### src/rtl/fifo_pkg.sv
// ============================================================================
// fifo_pkg : shared read-mode encoding and default thresholds for the FIFO.
// Revision : 1.0
// ============================================================================
`default_nettype none

package fifo_pkg;

    typedef enum logic {
        RD_MODE_STD  = 1'b0,
        RD_MODE_FWFT = 1'b1
    } rd_mode_e;

    localparam int AE_THRESH_DEFAULT = 4;
    localparam int AF_MARGIN_DEFAULT = 4;

    function automatic int af_thresh_default(input int ptr_size);
        return (1 << ptr_size) - AF_MARGIN_DEFAULT;
    endfunction

endpackage

`default_nettype wire

### src/rtl/sync_fifo_ram.sv
// ============================================================================
// sync_fifo_ram : simple dual-port RAM, one write port, one registered read.
// Revision : 1.0
// ============================================================================
`default_nettype none

module sync_fifo_ram #(
    parameter int DW = 8,
    parameter int AW = 8
) (
    input  logic          clk,
    input  logic          rst_n,
    input  logic          wr_en_i,
    input  logic [AW-1:0] wr_addr_i,
    input  logic [DW-1:0] wr_data_i,
    input  logic          rd_en_i,
    input  logic [AW-1:0] rd_addr_i,
    output logic [DW-1:0] rd_data_o
);

    logic [DW-1:0] mem_q [2**AW];

    always_ff @(posedge clk) begin
        if (wr_en_i) begin
            mem_q[wr_addr_i] <= wr_data_i;
        end
    end

    // Only the output register is cleared; the array keeps stale contents.
    always_ff @(posedge clk or negedge rst_n) begin
        if (!rst_n) begin
            rd_data_o <= '0;
        end else if (rd_en_i) begin
            rd_data_o <= mem_q[rd_addr_i];
        end
    end

endmodule

`default_nettype wire

### src/rtl/sync_fifo_buffer.sv
// ============================================================================
// sync_fifo_buffer : synchronous FIFO with standard or FWFT read, status flags.
// Revision : 1.0
// ============================================================================
`default_nettype none

module sync_fifo_buffer
    import fifo_pkg::*;
#(
    parameter int fifo_data_size      = 8,
    parameter int fifo_ptr_size       = 8,
    parameter int fwft                = 0,
    parameter int almost_full_thresh  = af_thresh_default(fifo_ptr_size),
    parameter int almost_empty_thresh = AE_THRESH_DEFAULT
) (
    input  logic                      clk,
    input  logic                      rst_n,
    input  logic                      wr_en,
    input  logic [fifo_data_size-1:0] wr_din,
    input  logic                      rd_en,
    output logic [fifo_data_size-1:0] rd_data,
    output logic                      rd_valid,
    output logic                      full,
    output logic                      almost_full,
    output logic                      empty,
    output logic                      almost_empty,
    output logic [fifo_ptr_size:0]    fill_level,
    output logic                      overflow,
    output logic                      underflow
);

    localparam int AW = fifo_ptr_size;
    localparam int DW = fifo_data_size;
    localparam bit IS_FWFT = (fwft == int'(RD_MODE_FWFT));
    localparam logic [AW-1:0] PTR_ONE   = AW'(1);
    localparam logic [AW:0]   CNT_ONE   = (AW+1)'(1);
    localparam logic [AW:0]   DEPTH_LVL = {1'b1, {AW{1'b0}}};
    localparam logic [AW:0]   AF_LVL    = (AW+1)'(almost_full_thresh);
    localparam logic [AW:0]   AE_LVL    = (AW+1)'(almost_empty_thresh);

    logic [AW-1:0] wr_ptr_q, wr_ptr_d, rd_ptr_q, rd_ptr_d;
    logic [AW:0]   fill_q, fill_d, mem_cnt_q, mem_cnt_d;
    logic          rd_valid_q, rd_valid_d;
    logic          full_q, afull_q, empty_q, aempty_q, ovf_q, udf_q;
    logic          wr_acc, ram_rd, pop, rd_reject;

    always_comb begin
        wr_acc = wr_en && !full_q;
        // FWFT: prefetch whenever the output register is free or being popped.
        if (IS_FWFT) begin
            ram_rd     = (mem_cnt_q != '0) && (!rd_valid_q || rd_en);
            pop        = rd_en && rd_valid_q;
            rd_reject  = rd_en && !rd_valid_q;
            rd_valid_d = ram_rd || (rd_valid_q && !pop);
        end else begin
            ram_rd     = rd_en && !empty_q;
            pop        = ram_rd;
            rd_reject  = rd_en && empty_q;
            rd_valid_d = ram_rd;
        end

        wr_ptr_d = wr_acc ? wr_ptr_q + PTR_ONE : wr_ptr_q;
        rd_ptr_d = ram_rd ? rd_ptr_q + PTR_ONE : rd_ptr_q;

        fill_d = fill_q;
        if (wr_acc && !pop) begin
            fill_d = fill_q + CNT_ONE;
        end else if (!wr_acc && pop) begin
            fill_d = fill_q - CNT_ONE;
        end

        mem_cnt_d = mem_cnt_q;
        if (wr_acc && !ram_rd) begin
            mem_cnt_d = mem_cnt_q + CNT_ONE;
        end else if (!wr_acc && ram_rd) begin
            mem_cnt_d = mem_cnt_q - CNT_ONE;
        end
    end

    always_ff @(posedge clk or negedge rst_n) begin
        if (!rst_n) begin
            wr_ptr_q   <= '0;
            rd_ptr_q   <= '0;
            fill_q     <= '0;
            mem_cnt_q  <= '0;
            rd_valid_q <= 1'b0;
            full_q     <= 1'b0;
            afull_q    <= 1'b0;
            empty_q    <= 1'b1;
            aempty_q   <= 1'b1;
            ovf_q      <= 1'b0;
            udf_q      <= 1'b0;
        end else begin
            wr_ptr_q   <= wr_ptr_d;
            rd_ptr_q   <= rd_ptr_d;
            fill_q     <= fill_d;
            mem_cnt_q  <= mem_cnt_d;
            rd_valid_q <= rd_valid_d;
            full_q     <= (fill_d == DEPTH_LVL);
            afull_q    <= (fill_d >= AF_LVL);
            empty_q    <= (fill_d == '0);
            aempty_q   <= (fill_d <= AE_LVL);
            ovf_q      <= wr_en && full_q;
            udf_q      <= rd_reject;
        end
    end

    sync_fifo_ram #(
        .DW (DW),
        .AW (AW)
    ) u_ram (
        .clk       (clk),
        .rst_n     (rst_n),
        .wr_en_i   (wr_acc),
        .wr_addr_i (wr_ptr_q),
        .wr_data_i (wr_din),
        .rd_en_i   (ram_rd),
        .rd_addr_i (rd_ptr_q),
        .rd_data_o (rd_data)
    );

    assign rd_valid     = rd_valid_q;
    assign full         = full_q;
    assign almost_full  = afull_q;
    assign empty        = empty_q;
    assign almost_empty = aempty_q;
    assign fill_level   = fill_q;
    assign overflow     = ovf_q;
    assign underflow    = udf_q;

endmodule

`default_nettype wire

### config.mk
export PLATFORM = sky130hd
export DESIGN_NAME = sync_fifo_buffer
export DESIGN_NICKNAME = d
export VERILOG_FILES = /design/src/rtl/fifo_pkg.sv /design/src/rtl/sync_fifo_ram.sv /design/src/rtl/sync_fifo_buffer.sv
export SDC_FILE = /design/constraint.sdc
export NUM_CORES = 2
export LEC_CHECK = 0
export BUFFER_PORTS_ARGS = -buffer_cell sky130_fd_sc_hd__buf_2
export CAP_MARGIN = 40
export CORE_AREA = 2 2 373 375
export CTS_CLUSTER_SIZE = 8
export DETAILED_ROUTE_END_ITERATION = 16
export DIE_AREA = 0 0 375 377
export PLACE_DENSITY = 0.72
export SETUP_SLACK_MARGIN = 0.2
export SLEW_MARGIN = 20
export SYNTH_ARGS = -nofsm -noshare
export SYNTH_HDL_FRONTEND = slang
export SYNTH_SLANG_ARGS = --single-unit
### constraint.sdc
create_clock -name clk -period 3.6 [get_ports clk]
set_input_delay 0.72 -clock clk [delete_from_list [all_inputs] [get_ports clk]]
set_output_delay 0.72 -clock clk [all_outputs]
set_load 0.03 [all_outputs]
== Yosys cells after proc, flatten, opt, wreduce, memory -nomap -nowiden ==
Memories as Yosys holds them, arrays and structs flattened. A register that Yosys moved wholly into a read port is not among the register bits.
Cells that the tools add are included.
Word-level totals
  register bits after elaboration: 32
  bits in writable memories: 2048
  output and inout bits: 24
  logic and storage cells: 34
  memories: 1
Memories
  u_ram.mem_q: depth 256, width 8, read ports 1, clocked after memory_dff 1, wr ports 1, RTL line sync_fifo_ram.sv:21  | logic [DW-1:0] mem_q [2**AW];
Operators by class
  add/subtract/negate cells: 4
  magnitude comparators: 2
  equal/unequal tests: 1
  muxes and demuxes: 4
  reductions and logical operators: 12
Operators with widths (count)
  9-bit 2-to-1 mux: 2
  8-bit by 1-bit adder with 8-bit output, second input constant: 2
  9-bit by 1-bit adder with 9-bit output, second input constant: 1
  9-bit == test, second input constant: 1
  9-bit by 8-bit greater-or-equal comparator with 1-bit output, second input constant: 1
  9-bit by 3-bit less-or-equal comparator with 1-bit output, second input constant: 1
  9-bit zero test: 1
  9-bit by 1-bit subtractor with 9-bit output, second input constant: 1
  1-bit logical AND: 6
  1-bit zero test: 5
  1-bit 2-to-1 mux: 2

== Longest topological paths before layout ==
  word-level depth: 7
  gate-level depth with buffers: 13

== By module ==
Synthesis repeated with hierarchy kept, for this count alone.
Second synthesis, totals
  cells, all modules: 3966
  area total of the unflattened synthesis: 81552.0 µm²
Modules (own cells, without submodules)
  sync_fifo_ram: instances 1, cells each 3816, area each 79961.7 µm²
  sync_fifo_buffer: instances 1, cells each 150, area each 1590.3 µm²

== Worst setup path before layout ==
Ideal clock, no wire load.
  path kind: input to register
  start point: input wr_en
  end point: memory u_ram.mem_q[101][0] (enable)
  arrival time: 2287 ps
  data required time: 3230 ps
  slack: 942 ps
  stages on the path: 6
  buffers on the path: 3
  cells stage by stage: nor2b_1 -> clkbuf_1 -> buf_1 -> nand3_1 -> clkbuf_1 -> nor2_1
On the way
  cells in the longest elaborated chain, start to end: 3
Ends and longest elaborated chain
  from (decl): RTL line sync_fifo_buffer.sv:18  | input logic wr_en,
  1-bit logical AND: RTL line sync_fifo_buffer.sv:48  | wr_acc = wr_en && !full_q;
  1-bit 2-to-1 mux: RTL line sync_fifo_ram.sv:24  | if (wr_en_i) begin
  1-bit 2-to-1 mux (implied by the code): RTL line sync_fifo_ram.sv:25  | mem_q[wr_addr_i] <= wr_data_i;
  to (decl): RTL line sync_fifo_ram.sv:21
No other way between the ends.

==> impl_metrics.env <==
export IMPL_status="finished, final reports clean"
export IMPL_grt_ovfl_total=0
export IMPL_cts_root_buf="clkbuf_16"
export IMPL_p_leak_nw=31.1
export IMPL_hold_path_class="input port to register"
export IMPL_clockBufferDepth=4
export IMPL_cts_buffers=310
export IMPL_syn2layout_area_growth_pct=16.0
export IMPL_dp_cells=5977
export IMPL_clk_pin_slew_ns=0.05
export IMPL_ios=36
export IMPL_synth_edf_count=2048
export IMPL_grt_pass1_vias=43600
export IMPL_clock_sinks=2088
export IMPL_htree_num_levels=5
export IMPL_drtPass1Iterations=8
export IMPL_critPathKind="register to register"
export IMPL_cap_violations=0
export IMPL_routed_wl_um=221000
export IMPL_yosysWarningCount=0
export IMPL_drive_gt1_frac=0.268
export IMPL_netlist_area_mm2=0.0817
export IMPL_ant_nets=0
export IMPL_synth_distinct_cells=66
export IMPL_dpl_cell_area_mm2=0.0862
export IMPL_die_h_um=377
export IMPL_crit_path_max_fanout=24
export IMPL_drc=0
export IMPL_p_per_area_mw_per_mm2=785
export IMPL_end_kind="register"
export IMPL_crit_slowest_cell="dfrtp_4"
export IMPL_cp_cell_sequence="buf_4 -> buf_4 -> mux4_2 -> mux4_2 -> a221oi_1 -> a22o_1 -> o21ai_1"
export IMPL_fmax_mhz=291
export IMPL_syn_mean_instance_area_um2=20.3
export IMPL_grt_max_degree=108
export IMPL_gp_congestion=0.896
export IMPL_path_delay_family="compound AO/OA/AOI/OAI gates"
export IMPL_setup_viol=0
export IMPL_fillers=8085
export IMPL_path_buf_inv=2
export IMPL_core_region_area_mm2=0.137
export IMPL_grt_total_usage=0.314
export IMPL_hold_viol_final=0
export IMPL_antenna_found_initial=5
export IMPL_multi_input_area_mm2=0.0177
export IMPL_cts_tree="done"
export IMPL_worst_path_largest_cell_delay_ns=0.63
export IMPL_via_count=44200
export IMPL_wl_per_cell_um=34.4
export IMPL_design_area_mm2=0.0948
export IMPL_p_total_mw=74.4
export IMPL_synth_top_area_cell="edfxtp_1"
export IMPL_synth_seq_cells=2088
export IMPL_vdd_drop_max_mv=0.563
export IMPL_rrSetupSlack_ns=0.16
export IMPL_die_x_um=375
export IMPL_worst_slew_pin_transition_ns=0.898
export IMPL_async_reset_ff_frac=0.0192
export IMPL_dp_hpwl_um=134000
export IMPL_start_util=0.597
export IMPL_whs_ns=0.0665
export IMPL_final_nets=4551
export IMPL_regArea_mm2=0.0625
export IMPL_first_iter_violations=7201
export IMPL_clock_skew_ns=0.0650
export IMPL_required_ns=4.39
export IMPL_final_instance_count_excl_fill=6404
export IMPL_die_area_mm2=0.141
export IMPL_io_buffers=35
export IMPL_synth_ff_type="edfxtp_1"
export IMPL_yosysTopAreaCellShare=0.753
export IMPL_grt_setup_unrepaired="yes"
export IMPL_grt_pass1_wl_um=313000
export IMPL_yosys_top_cells_area="edfxtp_1 75%, mux4_2 11%, mux2i_1 3.2%"
export IMPL_drv_slew=0
export IMPL_period_share=0.955
export IMPL_via_per_inst=6.90
export IMPL_slew_headroom=0.399
export IMPL_critPathArrivalTime_ns=4.23
export IMPL_insertion_delay_ns=0.91
export IMPL_ys_seq_area_frac=0.765
export IMPL_netlist_instances=4019
export IMPL_syn_num_nets=4038
export IMPL_fp_row_count=136
export IMPL_min_period_ns=3.44
export IMPL_critPathLaunchType="register"
-- through the flow --
stage	setup WS, ns	util	setup TNS [ns]
floorplan	0.942	-	0
global placement	0.0210	0.629	0
detailed placement	-0.0195	0.629	-0.0195
CTS	0.206	0.690	0
global route	0.154	0.692	0
finish	0.160	0.692	0
-- worst reg2reg max path: stages, from the launching register on --
cell      delay (ns)
dfrtp_4         0.63
buf_4           0.31
buf_4           0.39
mux4_2          0.40
mux4_2          0.61
a221oi_1        0.55
a22o_1          0.36
o21ai_1         0.09
-- registers in the layout, indices dropped and copies added (netlist names) --
signal	cells
rd_valid	1
u_ram.rd_data_o	8
empty	1
full	1
overflow	1
almost_full	1
fill_level	9
rd_ptr_q	8
wr_ptr_q	8
u_ram.mem_q	2048
underflow	1
almost_empty	1
-- cell families (layout without fill, tap and decap cells) --
logic type               Yosys count  in the layout  synth area share
XOR/XNOR                          23             23           0.00247
multiplexers                     696            696             0.149
other                              0              3                 0
flip-flops                      2088           2088             0.765
buffers and inverters            258            846            0.0194
adder cells (fa/ha/maj)            7              7           0.00107
AND/OR/NAND/NOR                  561            561            0.0297
AO/OA/AOI/OAI                    386            386            0.0335
-- cells in the mapped netlist, drive strengths merged, types with 22 or more instances --
cell	number
mux2i	264
buf	133
a21oi	81
xnor2	22
o21ai	28
nor2	300
a22oi	70
nand2	105
nor3	31
a211oi	26
edfxtp	2048
dfrtp	38
o221ai	42
mux4	415
clkbuf	113
o22ai	38
nand3	42
-- power by group --
part | internal, mW | switching, mW | total, mW
clock | 15.6 | 9.50 | 25.1
sequential | 27.2 | 0.549 | 27.7
combinational | 8.61 | 13.0 | 21.6
total | 51.4 | 23.0 | 74.4
-- cell usage in the layout, fill, tap and decap left out, types with 24 or more instances in the layout --
cell       instances
o22ai_1           38
clkbuf_1          68
clkbuf_16        317
o221ai_1          42
a21oi_1           81
edfxtp_1        2048
a22oi_1           70
nand2_1          104
nand3_1           42
buf_12            53
mux2i_1          263
nor3_1            30
buf_4            355
dfrtp_1           33
mux4_2           415
a211oi_1          24
buf_2             27
nor2_1           297
-- what timing repair did --
item,in CTS,in global routing
setup endpoints to repair,2,3
gates resized for setup,4,4
endpoints found under the hold margin,8,0
setup buffers,0,0
hold buffers,1,0
-- path summary, 6_finish.rpt --
path                             startpoint  depth (start not counted)                  to
worst max-delay path            rd_ptr_q[1]                          7  u_ram.rd_data_o[7]
worst min-delay path                  rd_en                          2           underflow
worst min register to register        empty                          1           underflow
worst max register to register  rd_ptr_q[1]                          7  u_ram.rd_data_o[7]
max in group asynchronous             rst_n                          3  u_ram.rd_data_o[6]
min in group asynchronous             rst_n                          2         wr_ptr_q[1]
-- layout make-up --
class                   count  share of cell area
repair buffers            447              0.0425
flip-flops and latches   2088               0.660
inverters                  12            0.000528
diodes                      3           0.0000792
well taps                1794              0.0237
clock inverters             2            0.000185
clock buffers             385              0.0864
multi-input cells        1673               0.187
-- per-layer routing --
metal | wire [um] | global-route usage | vias up
li1 | - | - | 17500
met1 | 80100 | 0.436 | 22700
met2 | 101000 | 0.472 | 3310
met3 | 27800 | 0.0848 | 633
met4 | 11200 | 0.148 | 6
met5 | 40 | 0 | -
Note: power is estimated with default switching activity, not from simulation.
